## src/rtl/path_sequencer_pkg.sv

```systemverilog
// Shared constants for the path sequencer: widths, path depth, FSM encoding.
package path_sequencer_pkg;

    localparam int NODE_W  = 5;
    localparam int CNT_W   = 8;
    localparam int MAX_LEN = 32;
    localparam int IDX_W   = 5;
    localparam int LEN_W   = IDX_W + 1;

    localparam logic [2:0] ST_IDLE  = 3'd0;
    localparam logic [2:0] ST_LOAD  = 3'd1;
    localparam logic [2:0] ST_ARMED = 3'd2;
    localparam logic [2:0] ST_RUN   = 3'd3;
    localparam logic [2:0] ST_DONE  = 3'd4;

    localparam logic [NODE_W-1:0] NODE_NONE = {NODE_W{1'b0}};

    // States in which the next accepted entry starts a fresh path.
    function automatic logic is_reloadable(input logic [2:0] st);
        return (st == ST_IDLE) || (st == ST_ARMED) || (st == ST_DONE);
    endfunction

endpackage

```

## src/rtl/path_sequencer_store.sv

```systemverilog
// Path entry storage: one write port, two combinational read ports (idx, idx+1).
module path_store
    import path_sequencer_pkg::*;
(
    input  logic              clk,
    input  logic              wr_en,
    input  logic [IDX_W-1:0]  wr_idx,
    input  logic [NODE_W-1:0] wr_node,
    input  logic [IDX_W-1:0]  rd_idx,
    output logic [NODE_W-1:0] rd_node,
    output logic [NODE_W-1:0] rd_node_nxt
);

    logic [NODE_W-1:0] mem_r [MAX_LEN];
    logic [IDX_W-1:0]  rd_idx_nxt_s;

    // Contents are don't-care after reset, so the array carries no reset.
    always_ff @(posedge clk) begin
        if (wr_en) begin
            mem_r[wr_idx] <= wr_node;
        end
    end

    assign rd_idx_nxt_s = rd_idx + IDX_W'(1);
    assign rd_node      = mem_r[rd_idx];
    assign rd_node_nxt  = mem_r[rd_idx_nxt_s];

endmodule

```

## src/rtl/path_sequencer.sv

```systemverilog
// Stores a planner-supplied node path and steps the executor's node triple on each nodecount change.
module path_sequencer
    import path_sequencer_pkg::*;
(
    input  logic              clk,
    input  logic              rst,
    input  logic              load_valid,
    input  logic [NODE_W-1:0] load_node,
    input  logic              load_last,
    output logic              load_ready,
    input  logic              start,
    input  logic [CNT_W-1:0]  nodecount,
    output logic [NODE_W-1:0] previous_state,
    output logic [NODE_W-1:0] node_state,
    output logic [NODE_W-1:0] next_state,
    output logic [IDX_W-1:0]  path_idx,
    output logic              running,
    output logic              done,
    output logic              path_err
);

    logic [2:0]        state_r, state_nxt_s;
    logic [LEN_W-1:0]  len_r;
    logic [CNT_W-1:0]  cnt_q_r;
    logic [IDX_W-1:0]  idx_r;
    logic [NODE_W-1:0] prev_r, node_r, next_r;
    logic              running_r, done_r, err_r, ready_r;

    logic              accept_s, fresh_s, start_s, len_ok_s, full_s;
    logic              advance_s, at_last_s, wr_en_s, load_more_s;
    logic [IDX_W-1:0]  idx_inc_s, wr_idx_s, rd_idx_s;
    logic [NODE_W-1:0] rd_node_s, rd_node_nxt_s;

    assign accept_s    = load_valid && ready_r;
    assign fresh_s     = accept_s && is_reloadable(state_r);
    assign load_more_s = accept_s && (state_r == ST_LOAD);
    assign full_s      = (len_r == LEN_W'(MAX_LEN));
    assign len_ok_s    = (len_r >= LEN_W'(2));
    // A load arriving with start in ARMED/DONE takes priority.
    assign start_s     = start && ((state_r == ST_ARMED) || (state_r == ST_DONE)) && !fresh_s;
    assign advance_s   = (state_r == ST_RUN) && (nodecount != cnt_q_r);
    assign idx_inc_s   = idx_r + IDX_W'(1);
    assign at_last_s   = ({1'b0, idx_inc_s} == (len_r - LEN_W'(1)));
    assign wr_en_s     = fresh_s || (load_more_s && !full_s);
    assign wr_idx_s    = fresh_s ? {IDX_W{1'b0}} : len_r[IDX_W-1:0];
    // In RUN the read pair looks ahead to the position being stepped into.
    assign rd_idx_s    = (state_r == ST_RUN) ? idx_inc_s : {IDX_W{1'b0}};

    path_store u_store (
        .clk         (clk),
        .wr_en       (wr_en_s),
        .wr_idx      (wr_idx_s),
        .wr_node     (load_node),
        .rd_idx      (rd_idx_s),
        .rd_node     (rd_node_s),
        .rd_node_nxt (rd_node_nxt_s)
    );

    // Next-state selection for the sequencer FSM.
    always_comb begin
        state_nxt_s = state_r;
        case (state_r)
            ST_IDLE: begin
                if (fresh_s) state_nxt_s = load_last ? ST_ARMED : ST_LOAD;
                else         state_nxt_s = ST_IDLE;
            end
            ST_LOAD: begin
                if (accept_s && load_last) state_nxt_s = ST_ARMED;
                else                       state_nxt_s = ST_LOAD;
            end
            ST_ARMED, ST_DONE: begin
                if (fresh_s)                    state_nxt_s = load_last ? ST_ARMED : ST_LOAD;
                else if (start_s && len_ok_s)   state_nxt_s = ST_RUN;
                else                            state_nxt_s = state_r;
            end
            ST_RUN: begin
                if (advance_s && at_last_s) state_nxt_s = ST_DONE;
                else                        state_nxt_s = ST_RUN;
            end
            default: state_nxt_s = ST_IDLE;
        endcase
    end

    // FSM state, load handshake, stored length and sticky error flag.
    always_ff @(posedge clk or negedge rst) begin
        if (!rst) begin
            state_r <= ST_IDLE;
            ready_r <= 1'b1;
            len_r   <= {LEN_W{1'b0}};
            err_r   <= 1'b0;
        end else begin
            state_r <= state_nxt_s;
            ready_r <= (state_nxt_s != ST_RUN);
            if (fresh_s) begin
                len_r <= LEN_W'(1);
                err_r <= 1'b0;
            end else if (load_more_s && full_s) begin
                err_r <= 1'b1;
            end else if (load_more_s) begin
                len_r <= len_r + LEN_W'(1);
            end else if (start_s && !len_ok_s) begin
                err_r <= 1'b1;
            end
        end
    end

    // Node triple, position and run/done status presented to the executor.
    always_ff @(posedge clk or negedge rst) begin
        if (!rst) begin
            cnt_q_r   <= {CNT_W{1'b0}};
            idx_r     <= {IDX_W{1'b0}};
            prev_r    <= NODE_NONE;
            node_r    <= NODE_NONE;
            next_r    <= NODE_NONE;
            running_r <= 1'b0;
            done_r    <= 1'b0;
        end else if (start_s && len_ok_s) begin
            cnt_q_r   <= nodecount;
            idx_r     <= {IDX_W{1'b0}};
            prev_r    <= rd_node_s;
            node_r    <= rd_node_s;
            next_r    <= rd_node_nxt_s;
            running_r <= 1'b1;
            done_r    <= 1'b0;
        end else if (advance_s) begin
            cnt_q_r <= nodecount;
            idx_r   <= idx_inc_s;
            prev_r  <= node_r;
            node_r  <= rd_node_s;
            next_r  <= at_last_s ? rd_node_s : rd_node_nxt_s;
            if (at_last_s) begin
                running_r <= 1'b0;
                done_r    <= 1'b1;
            end
        end else if (fresh_s) begin
            done_r <= 1'b0;
        end
    end

    assign load_ready     = ready_r;
    assign previous_state = prev_r;
    assign node_state     = node_r;
    assign next_state     = next_r;
    assign path_idx       = idx_r;
    assign running        = running_r;
    assign done           = done_r;
    assign path_err       = err_r;

endmodule
```

## config.mk

```make
export PLATFORM = sky130hd
export DESIGN_NAME = path_sequencer
export DESIGN_NICKNAME = d
export VERILOG_FILES = /design/src/rtl/path_sequencer_pkg.sv /design/src/rtl/path_sequencer_store.sv /design/src/rtl/path_sequencer.sv
export SDC_FILE = /design/constraint.sdc
export NUM_CORES = 1
export LEC_CHECK = 0
export ABC_AREA = 1
export ABC_CLOCK_PERIOD_IN_PS = 3390
export CAP_MARGIN = 20
export CORE_MARGIN = 3
export CORE_UTILIZATION = 40
export CTS_CLUSTER_DIAMETER = 120
export DETAILED_ROUTE_END_ITERATION = 8
export GPL_TIMING_DRIVEN = 0
export PLACE_DENSITY_LB_ADDON = 0.12
export SYNTH_ARGS = -nofsm -noshare
export SYNTH_HDL_FRONTEND = slang
export SYNTH_HIERARCHICAL = 1
export SYNTH_SLANG_ARGS = --single-unit
```

## constraint.sdc

```tcl
create_clock -name clk -period 3.39 [get_ports clk]
set_input_delay 0.339 -clock clk [delete_from_list [all_inputs] [get_ports clk]]
set_output_delay 0.339 -clock clk [all_outputs]
set_load 0.02 [all_outputs]
```

==> run metrics <==
Num CTS Buffers 25; # nets final 1492; Routed Antenna Nets 0; Max Slew Vio Count 0; Switch Pwr 4.38 mW; static leakage about 5.8 nW; CP arrival 3.57 ns; R2R Path Start state_r[2]$_DFF_PN0_; fillers 2694; GPL Wtd Cong 0.954; Clock transition at path regs 0.06 ns; Tightest Pin Transition 0.818 ns; total grt overflow 0; worst-path maximum fanout 10; #FFs+latches synth 201; final setup fails 0; CTS max path bufs 3; critical path class flip-flop to flip-flop; Area Overhead vs Synth 15.1%; clk sinks 201; ANT cells 0; GRT Util Overall around a quarter; Die ar. 30100 um^2; # IOs 42; final WL about 35000 um; number of max-cap violations 0; unrepaired setup endpoints after global routing no; initial DRC count 1036; DRC errors left 0; total internal power a little under 6 mW; syn_nets 1421; IO buf count 41; met3 wire len roughly 2700 um; initial antenna violation count 0; H-tree level count 1; reg2reg end next_state[2]$_DFFE_PN0P_; Starting Density about two fifths; Post-Syn Area approximately 11000 um^2; combinational power share 44.7%; pwr dens 796 nW/um^2; Max Clk Rate approximately 320 MHz; root buf cell clkbuf_16; via count 9576; r2r setup slk about 0.23 ns; Clk pwr share between 20% and 30%; worst vdd ir around 0.42 mV; worst-skew pair later-pin latency between 0.5 and 0.6 ns; final std cells w/o fill 1859; Clock Skew 0.00933 ns; Final TNS setup 0 ns; Placed Area ~12000 um^2; row cnt 60; Final period util 93.1%; vias per inst 5.15; synthesis warning total 6; total power 10.3 mW; Worst Hold Class input port to async pin; Die Span Y 173 um; CTS tree done; Worst EP required 3.80 ns; Cells after Synth 1398; first-pass GRT wire length 53900 um; Max transition margin 45.3%; register area share after synthesis 52.0%; Synth cell types 40; largest net degree at the start of global routing 38; Worst R2R Path Depth 16; Core ar. ~27000 um^2; wire length on met2 15400 um; status finished clean; WHS 0.186 ns; post-CTS setup buffer count 0; DR WL/cell 19.0 um; final hold violations 0; fin area 12900 um^2; Setup crit end kind flip-flop; post-layout min period about 3.2 ns; share of layout cells above drive strength 1 9.62%; Avg Synthesized Cell Area 8.02 um^2; sequential power share between 30% and 40%; sw frac 42.6%; die width about 170 um; Post-DP HPWL 25600 um; uppermost layer routed met4; placed cell count about 1800; DRT met1 WL 15900 um; vias in the first global route 9009; TritonRoute pass-1 iters 6; Worst setup SP type flip-flop
## area by class of cell
type,instances,area [um^2],area share (%)
Sequential cell,201,5830,45.2
Multi-Input combinational cell,970,4370,33.8
Clock buffer,31,648,5.02
Inverter,155,584,4.52
Tap cell,372,465,3.60
Timing Repair Buffer,44,443,3.43
Buffer,72,435,3.37
Clock inverter,14,138,1.07
## per-stage QoR
step / setup slack, ns / utilization, %
finish: 0.235 / 47.4
global route: 0.0268 / 47.4
CTS: 0.0356 / 47.4
detailed placement: 0.0637 / 44.5
global placement: 0.137 / 44.4
floorplan: 1.03 / -
## sequential cells by signal, summed over array words and instances (netlist names), 3 cells and up
name            cells
next_state          5
node_state          5
u_store/mem_r     160
path_idx            5
cnt_q_r             8
previous_state      5
state_r             3
len_r               6
## critical path, cell delays in order (launching register included)
cell and delay [ns]:
dfrtp_1 0.43, nor3_4 0.34, inv_2 0.14, nor2_1 0.23, buf_2 0.26, buf_1 0.51, nand3_1 0.15, nand3_1 0.17
nand2_1 0.07, nand2_1 0.06, nand2_1 0.07, nand2_1 0.12, nand2_1 0.11, inv_1 0.10, nand4_1 0.10, nand3_1 0.11
nand2_1 0.05
## per-layer routing
layer	vias up	track usage, %
met1	4431	34.1
met2	409	35.6
met3	76	3.13
met4	0	7.97
li1	4660	-
met5	-	0
## cells in the final DEF, fill, tap and decap left out, types with 3 or more instances in the layout
cell,Yosys,layout
nand2_2,7,7
o22ai_1,3,3
xor2_1,7,7
xnor2_1,6,6
clkbuf_2,1,4
buf_4,3,3
o211ai_2,5,5
clkinv_2,0,6
nand3_1,259,259
o21ai_1,10,10
dfrtp_1,40,40
clkdlybuf4s50_1,0,36
edfxtp_1,160,160
clkbuf_1,15,18
nand3_4,3,3
nand4_1,10,10
nand2_1,564,564
inv_1,143,143
o21ai_0,7,7
ha_1,5,5
nor2_1,58,58
inv_2,11,11
buf_2,35,40
buf_6,14,14
a21oi_1,5,5
buf_1,4,4
clkbuf_16,0,25
## how the worst max path moves through the flow
stage / to / start / cells after the start / slack [ns]
final: next_state[2]$_DFFE_PN0P_ / state_r[2]$_DFF_PN0_ / 16 / 0.23
after global routing: next_state[1]$_DFFE_PN0P_ / state_r[0]$_DFF_PN0_ / 17 / 0.03
after CTS: next_state[4]$_DFFE_PN0P_ / state_r[2]$_DFF_PN0_ / 17 / 0.04
after detailed placement: next_state[4]$_DFFE_PN0P_ / state_r[2]$_DFF_PN0_ / 17 / 0.06
after global placement: next_state[4]$_DFFE_PN0P_ / state_r[2]$_DFF_PN0_ / 17 / 0.14
after floorplan: next_state[0]$_DFFE_PN0P_ / path_idx[1]$_DFFE_PN0P_ / 17 / 1.03
## cell usage after synthesis
master / instances / area [um^2]
nand2_1: 564 / 2120
nand3_1: 259 / 1300
edfxtp_1: 160 / 4800
inv_1: 143 / 537
nor2_1: 58 / 218
dfrtp_1: 40 / 1000
buf_2: 35 / 175
clkbuf_1: 15 / 56.3
buf_6: 14 / 158
inv_2: 11 / 41.3
nand4_1: 10 / 62.6
o21ai_1: 10 / 50.1
nand2_2: 7 / 43.8
o21ai_0: 7 / 35.0
xor2_1: 7 / 61.3
xnor2_1: 6 / 52.6
a21oi_1: 5 / 25.0
ha_1: 5 / 62.6
o211ai_2: 5 / 62.6
buf_1: 4 / 15.0
buf_4: 3 / 22.5
nand3_4: 3 / 52.6
o22ai_1: 3 / 18.8
a31oi_1: 2 / 12.5
nand2_4: 2 / 22.5
nand3_2: 2 / 20.0
nor2_2: 2 / 12.5
nor2_4: 2 / 22.5
nor3_1: 2 / 10.0
xor2_2: 2 / 32.5
a21oi_2: 1 / 8.76
clkbuf_2: 1 / 5.00
dfstp_2: 1 / 26.3
inv_4: 1 / 6.26
nor2_8: 1 / 20.0
nor3_2: 1 / 10.0
nor3_4: 1 / 16.3
nor4_1: 1 / 6.26
o21ai_2: 1 / 8.76
o41ai_1: 1 / 8.76
## power by group through the flow
stage / logic (mW) / registers, mW / clock network [mW]
final: 4.60 / 3.13 / 2.55
after global routing: 5.06 / 3.17 / 2.71
after CTS: 4.55 / 3.14 / 2.60
after detailed placement: 4.53 / 3.18 / 0
after global placement: 4.51 / 3.18 / 0
after floorplan: 2.83 / 3.29 / 0
## timing repair
item | in CTS | in global routing
gates resized for setup | 0 | 6
hold buffers | 1 | 0
hold endpoints to repair | 40 | 0
endpoints found under the setup margin | 0 | 5
## kinds of logic after synthesis
logic type | after synthesis | synth area share, %
flip-flops | 201 | 52.0
AND/OR/NAND/NOR | 915 | 35.0
buffers and inverters | 227 | 9.06
adder cells (fa/ha/maj) | 5 | 0.558
XOR/XNOR | 15 | 1.31
AO/OA/AOI/OAI | 35 | 2.05
Note: power is estimated with default switching activity, not from simulation.
